File: src/rtl/div_unit_cpu.sv
// Multi-cycle unsigned restoring divider that sits beside the single-cycle ALU.
// The controller pulses start with the operands, waits for done, then reads quotient and remainder.
module div_unit_cpu #(
   parameter int WIDTH = 16
) (
   input  logic             clk,
   input  logic             rst,
   input  logic             start,
   input  logic [WIDTH-1:0] dividend,
   input  logic [WIDTH-1:0] divisor,
   output logic             busy,
   output logic             done,
   output logic [WIDTH-1:0] quotient,
   output logic [WIDTH-1:0] remainder,
   output logic             div_zero
);

   // state  | meaning
   // S_IDLE | waiting for start; results held
   // S_RUN  | one restoring step per clock, WIDTH steps
   // S_DONE | done pulse for one cycle, then back to idle
   typedef enum logic [1:0] {S_IDLE, S_RUN, S_DONE} state_t;

   localparam int CW = $clog2(WIDTH + 1);
   localparam logic [CW-1:0] LAST = CW'(WIDTH - 1);

   state_t           state;
   logic [WIDTH-1:0] p;
   logic [WIDTH-1:0] q;
   logic [WIDTH-1:0] d;
   logic [CW-1:0]    count;

   logic [WIDTH:0]   p_trial;
   logic             ge;
   logic [WIDTH-1:0] p_nx;
   logic [WIDTH-1:0] q_nx;

   // The partial remainder is always below the divisor after a step, so only
   // the shifted trial value needs the extra bit to avoid overflow.
   always_comb begin
      p_trial = {p, q[WIDTH-1]};
      ge      = (p_trial >= {1'b0, d});
      p_nx    = ge ? WIDTH'(p_trial - {1'b0, d}) : p_trial[WIDTH-1:0];
      q_nx    = {q[WIDTH-2:0], ge};
   end

   always_ff @(posedge clk) begin
      if (rst) begin
         state     <= S_IDLE;
         busy      <= 1'b0;
         done      <= 1'b0;
         quotient  <= '0;
         remainder <= '0;
         div_zero  <= 1'b0;
         p         <= '0;
         q         <= '0;
         d         <= '0;
         count     <= '0;
      end else begin
         case (state)
            S_IDLE: begin
               if (start) begin
                  q     <= dividend;
                  d     <= divisor;
                  p     <= '0;
                  count <= '0;
                  if (divisor == '0) begin
                     state     <= S_DONE;
                     done      <= 1'b1;
                     quotient  <= '1;
                     remainder <= dividend;
                     div_zero  <= 1'b1;
                  end else begin
                     state <= S_RUN;
                     busy  <= 1'b1;
                  end
               end
            end
            S_RUN: begin
               p     <= p_nx;
               q     <= q_nx;
               count <= count + CW'(1);
               if (count == LAST) begin
                  state     <= S_DONE;
                  busy      <= 1'b0;
                  done      <= 1'b1;
                  quotient  <= q_nx;
                  remainder <= p_nx;
                  div_zero  <= 1'b0;
               end
            end
            S_DONE: begin
               done  <= 1'b0;
               state <= S_IDLE;
            end
            default: begin
               state <= S_IDLE;
               busy  <= 1'b0;
               done  <= 1'b0;
            end
         endcase
      end
   end

endmodule

File: config.mk
export PLATFORM = sky130hd
export DESIGN_NAME = div_unit_cpu
export DESIGN_NICKNAME = d
export VERILOG_FILES = /design/src/rtl/div_unit_cpu.sv
export SDC_FILE = /design/constraint.sdc
export NUM_CORES = 1
export LEC_CHECK = 0
export BUFFER_PORTS_ARGS = -buffer_cell sky130_fd_sc_hd__buf_2
export CELL_PAD_IN_SITES_DETAIL_PLACEMENT = 0
export CELL_PAD_IN_SITES_GLOBAL_PLACEMENT = 1
export CORE_MARGIN = 5
export CORE_UTILIZATION = 46
export CTS_CLUSTER_DIAMETER = 100
export DETAILED_ROUTE_END_ITERATION = 7
export MAX_ROUTING_LAYER = met4
export PLACE_DENSITY_LB_ADDON = 0.1
export SYNTH_ARGS = -nofsm -noshare
export SYNTH_HDL_FRONTEND = slang
export SYNTH_SLANG_ARGS = --single-unit
export TNS_END_PERCENT = 50
File: constraint.sdc
create_clock -name clk -period 7.85 [get_ports clk]
set_clock_uncertainty 0.2 [all_clocks]
set_input_delay 0.3925 -clock clk [delete_from_list [all_inputs] [get_ports clk]]
set_output_delay 0.3925 -clock clk [all_outputs]
set_load 0.02 [all_outputs]
* Word-level counts from Yosys, hierarchy flattened
Cells that the tools add are included.
Widths: inputs -> output; s select.
** Cells by class
- Add/subtract/negate cells :: 2
- Multiply operators :: 0
- Divide/modulo/power cells :: 0
- Magnitude comparators :: 1
- Eq/ne operators :: 7
- Shift operators :: 0
- Multiplexer cells :: 28
- Bitwise gates (word level) :: 1
- Reductions and logical operators :: 9
** Operators with widths (number)
- $mux 16 :: 9
- $pmux 16 s2 :: 4
- $ge 17x16->1 :: 1
- $logic_not 16->1 :: 1
- $sub 16x16->16 :: 1
- $pmux 5 s2 :: 1
- $ne 2x2->1 const B :: 4
- $reduce_and 4->1 :: 2
- $mux 1 :: 6
- $mux 2 :: 3
- $reduce_and 2->1 :: 3
- $add 5x1->5 const B :: 1
- $eq 5x4->1 const B :: 1
- $mux 5 :: 1
- $pmux 1 s2 :: 2
- $pmux 2 s2 :: 1
- $pmux 1 s3 :: 1
- $reduce_and 3->1 :: 1
- $eq 2x1->1 const B :: 1
- $eq 2x2->1 const B :: 1
- $logic_not 2->1 :: 1
- $reduce_bool 2->1 :: 1
- $not 1->1 :: 1
** Storage, ports and cells
- Bits in registers :: 90
- Bits in latches :: 0
- RAM bits :: 0
- Bits in read-only memories :: 0
- Input port bits :: 35
- Output and inout bits :: 35
- Logic and storage cells :: 58
- Memories kept :: 0

* Logic depth before layout (Yosys ltp)
- Depth in word-level cells :: 4
- Gate-level depth with buffers :: 11
- Depth with buffers taken out :: 11

* Worst setup path after synthesis
Ideal clock, no wire load.
- Path type :: reg2reg
- From :: register q[15]
- To :: register p[12]
- Library setup time :: 0.119 ns
- Arrival time :: 2.420 ns
- Required time :: 7.531 ns
- Setup slack :: 5.111 ns
- Stages on the path, launching flop included :: 12
- Buffers on the path :: 0
- Period minus slack after synthesis :: 2.739 ns
- Cell sequence :: dfxtp_1 inv_1 ha_1 inv_1 fa_1 a211oi_1 o211ai_1 a41oi_1 o21bai_1 xor2_1 mux2_2 o221a_2
** On the way
- Longest elaborated chain between the ends :: 3
- Elaborated cells on any way between the ends :: 4
- Those cells by class :: add/sub: 1; order compare: 1; mux: 2
** RTL lines
- start: declaration :: line 29 : logic [WIDTH-1:0] q;
- start signal: assignment :: line 63 : q <= dividend;
- start signal: assignment :: line 81 : q <= q_nx;
- $sub 16x16->16 / $ge 17x16->1 (equally long branches) :: line 43, 42
- $mux 16 (*) :: line 43 : p_nx = ge ? WIDTH'(p_trial - {1'b0, d}) : p_trial[WIDTH-1:0];
- $pmux 16 s2 (*) :: line 60 : case (state)
- end signal: assignment :: line 80 : p <= p_nx;
- end: declaration :: line 28 : logic [WIDTH-1:0] p;
Every way passes the cells marked *; elsewhere a longest branch is shown, timed or not.
A chain may end at the register's enable or synchronous reset.

* Worst setup path after layout
- From :: register p[12]
- To :: register remainder[7]
** On the way
- Longest elaborated chain between the ends :: 4
** RTL lines
- $ge 17x16->1 :: line 42 : ge = (p_trial >= {1'b0, d});
- $mux 16 :: line 43
- $mux 16 :: line 83 : if (count == LAST) begin
- $pmux 16 s2 :: line 60
- end signal: assignment :: line 71 : remainder <= dividend;
- end signal: assignment :: line 88 : remainder <= p_nx;
- end: declaration :: line 14 : output logic [WIDTH-1:0] remainder,
No other way between the ends. The select of a mux whose other input is x is not followed.

==> summary.md <==
| Metric | Value |
|---|---|
| Overall fraction of global-route tracks in use | 22.1% |
| Max_cap viols | 0 |
| First-pass detailed-route iteration total | 4 |
| Category of the worst setup path launch point | flip-flop |
| Area contributors post-synth | sky130_fd_sc_hd__dfxtp_1, sky130_fd_sc_hd__nand2_1, sky130_fd_sc_hd__a21oi_1 |
| Placement-stage worst setup slack | 4.51 ns |
| Max transition margin | 34.7% |
| Via density per instance | 5.69 |
| Initial Util | 46.6% |
| Measured slew at the worst slew-check pin | 0.976 ns |
| Total I/O pin count | 70 |
| Power Dens Cells | 237 nW/um^2 |
| Number of warnings issued by yosys | 0 |
| Final total negative setup slack | 0 ns |
| Resized cells post-CTS | 0 |
| Number of buffers on the longest clock path | 2 |
| Cell at the slowest stage of the critical path | sky130_fd_sc_hd__or4b_1 |
| Floorplan core area | 10,200 sq um |
| Slowest cell delay on critical path | 0.67 ns |
| Worst Path Buf+Inv | 0 |
| Hold-fix buffers, CTS | 0 |
| Count of unique library cells instantiated by Yosys | 63 |
| Sequential area share after synthesis | 38.0% |
| Chip width | 112 um |
| Post-Synthesis Net Count | 648 |
| Sequential share of power | 41.2% |
| Comb pwr share | 35.0% |
| Post-Synthesis Cells | 594 |
| Critical-path cell list | ha_1 -> nand4_1 -> nor4_2 -> a2111oi_2 -> nand2_2 -> or4b_1 -> o311ai_1 |
| Total inserted antenna cells | 0 |
| Worst vdd ir | 120 uV |
| Count of final hold-check violations | 0 |
| Number of nets at the end of the flow | 694 |
| Internal power | 0.000802 W |
| Global routing usage on met2 | 34.0% |
| Stages on worst setup path | 7 |
| Max-slew violations | 0 |
| Number of instances on the worst hold path | 3 |
| Leakage | 2.20 nW |
| Synthesis-to-finish area growth | 12.1% |
| Cell type with the highest aggregate area in the netlist | sky130_fd_sc_hd__dfxtp_1 |
| Global placer's final weighted congestion | 0.890 |
| Number of antenna violations at the first check in global routing | 0 |
| Minimum clock period after layout | 3.35 ns |
| Largest delay share family, worst path | simple AND/OR/NAND/NOR gates |
| Worst hold path type | in -> reg |
| Number of DRC markers after the initial detailed-route iteration | 223 |
| Vias after detailed routing | 4,435 |
| Most common flop cell mapped by yosys | sky130_fd_sc_hd__dfxtp_1 |
| Clock insertion delay at the later pin of the skew report | 0.35 ns |
| Setup WS post-layout | 4.50 ns |
| Clock tree from TritonCTS | done |
| Run status | completed |
| Clock power frac | 23.9% |
| Mean Syn Cell Area | 7.98 sq um |
| Switching share of total power | 36.4% |
| Post-synth EDFFs | 0 |
| FF-to-FF path depth | 7 |
| Die outline area | 12,400 sq um |
| Maximum number of pins on one net before global-route repair | 89 |
| Worst path arrival time | 3.41 ns |
| Number of I/O port buffers | 69 |
| Total of flip-flops plus latches after synthesis | 90 |
| Grt met1 use | 30.0% |
| Final cycle utilization of the critical path | 42.7% |
| Critical setup path kind | reg -> reg |
| Worst path required time | 7.91 ns |
| Sinks on the clock net | 90 |
| Total congestion overflow | 0 |
| Worst setup EP type | flip-flop |
| Most Crowded Layer GR | met2 |
| Maximum clock frequency | 0.298 GHz |
| Drt wl/cell | 17.2 um |
| Clock buffers created by TritonCTS | 9 |
| Clock-pin slew reported for the worst setup and hold paths after clock tree synthesis | 0.09 ns |
| Post-Synthesis Cell Area | 4740 sq um |
| Net switching power figure | 0.000459 W |
| Wire length of the first global-routing pass | 21.9 mm |
| Share of layout cells above drive strength 1 | 17.1% |
| Met3 capacity usage during global routing | 3.97% |
| CTS Root Cell | sky130_fd_sc_hd__clkbuf_8 |
| Vias in the first global route | 4,246 |
| H-tree levels | 3 |
| # DRC | 0 |
| Final setup fails | 0 |
| Die height | 112 um |
| HPWL Detailed | 9.66 mm |
| Largest fanout on the critical path | 29 |
| Async set-reset flop share out of synthesis | 0% |
| Yosys top cell area share | 38.0% |
| Total routed wirelength | 13.4 mm |
| Buffers inserted during post-CTS setup optimization | 0 |
| Unrepaired setup endpoints after global routing | false |
| Post-detailed-route count of antenna-violating nets | 0 |
| Floorplan row count | 37 |
==> worst reg2reg max path, stage by stage (launching register included) <==
cell,delay (ns)
sky130_fd_sc_hd__dfxtp_1,0.36
sky130_fd_sc_hd__ha_1,0.45
sky130_fd_sc_hd__nand4_1,0.18
sky130_fd_sc_hd__nor4_2,0.07
sky130_fd_sc_hd__a2111oi_2,0.64
sky130_fd_sc_hd__nand2_2,0.60
sky130_fd_sc_hd__or4b_1,0.68
sky130_fd_sc_hd__o311ai_1,0.09
==> state kept, by name (all words and copies together), names as in the netlist <==
signal / count
state: 2
p: 16
done: 1
div_zero: 1
count: 5
d: 16
quotient: 16
remainder: 16
busy: 1
q: 16
==> synthesized netlist by cell type, drive strengths merged (2+ instances only) <==
library cell and instances:
mux2i 13, nand2b 2, a21o 8, or4b 4, o211ai 6, or3 3
a211oi 20, buf 10, or2 2, o21ai 32, xnor2 6, nor4 5
a21oi 60, and3 9, a311oi 16, a31oi 5, a221o 2, mux2 2
nor3 7, o311ai 5, nor2 68, o221a 2, nand3 13, o21bai 3
dfxtp 90, o21a 3, o22ai 5, clkbuf 31, inv 20, nand2 93
nor2b 2, xor2 8, ha 18, nand4 5
==> power groups by stage <==
stage               sequential [W]  clock (W)  combinational [W]
detailed placement        0.000530          0           0.000441
global route              0.000524   0.000330           0.000488
finish                    0.000519   0.000301           0.000441
global placement          0.000529          0           0.000438
CTS                       0.000519   0.000311           0.000442
floorplan                 0.000535          0           0.000337
==> stage by stage <==
step	hold WS, ns	std cells	cell area, sq um	utilization (%)	power [W]
3_3_place_gp	0.244	765	5140	50.5	0.000967
6_report	0.0762	779	5320	52.2	0.00126
5_1_grt	0.0685	779	5320	52.2	0.00134
2_1_floorplan	0.236	594	4740	-	0.000873
3_5_place_dp	0.248	765	5140	50.5	0.000971
4_1_cts	0.0633	779	5320	52.2	0.00127
==> cells by family after synthesis <==
family / synth area share [%]
XOR/XNOR: 2.59
multiplexers: 3.22
AO/OA/AOI/OAI: 25.0
AND/OR/NAND/NOR: 20.5
flip-flops: 38.0
buffers and inverters: 5.59
adder cells (fa/ha/maj): 5.17
==> cell usage in the layout (no fill, tap or decap), types with 13 or more instances in the layout <==
cell type,synthesis,final
sky130_fd_sc_hd__inv_1,20,20
sky130_fd_sc_hd__ha_1,18,18
sky130_fd_sc_hd__a311oi_1,15,15
sky130_fd_sc_hd__dfxtp_1,90,90
sky130_fd_sc_hd__nand3_1,13,13
sky130_fd_sc_hd__nor2_1,66,65
sky130_fd_sc_hd__o21ai_0,30,30
sky130_fd_sc_hd__nand2_1,91,91
sky130_fd_sc_hd__a211oi_1,19,19
sky130_fd_sc_hd__buf_2,4,69
sky130_fd_sc_hd__mux2i_1,13,13
sky130_fd_sc_hd__a21oi_1,58,58
==> final timing paths <==
path                 startpoint                        end  slack, ns
max          p[12]$_SDFFE_PP0P_  remainder[7]$_SDFFE_PP0P_       4.50
min                 divisor[12]         d[12]$_SDFFE_PP0P_       0.08
max reg2reg  p[12]$_SDFFE_PP0P_  remainder[7]$_SDFFE_PP0P_       4.50
min reg2reg   d[7]$_SDFFE_PP0P_          d[7]$_SDFFE_PP0P_       0.26
==> layout make-up <==
type	count	area, sq um
Inverter	20	75.1
Clock buffer	11	131
Sequential cell	90	1800
Tap cell	136	170
Timing Repair Buffer	76	398
Clock inverter	3	42.5
Fill cell	1024	4870
Multi-Input combinational cell	443	2700
==> routing by layer <==
layer | vias to the layer above | routed length [um]
met1 | 2096 | 6410
li1 | 2216 | -
met2 | 113 | 6070
met4 | 0 | 244
met3 | 10 | 706
met5 | - | 0
No activity file was read; power rests on OpenSTA's default activity.
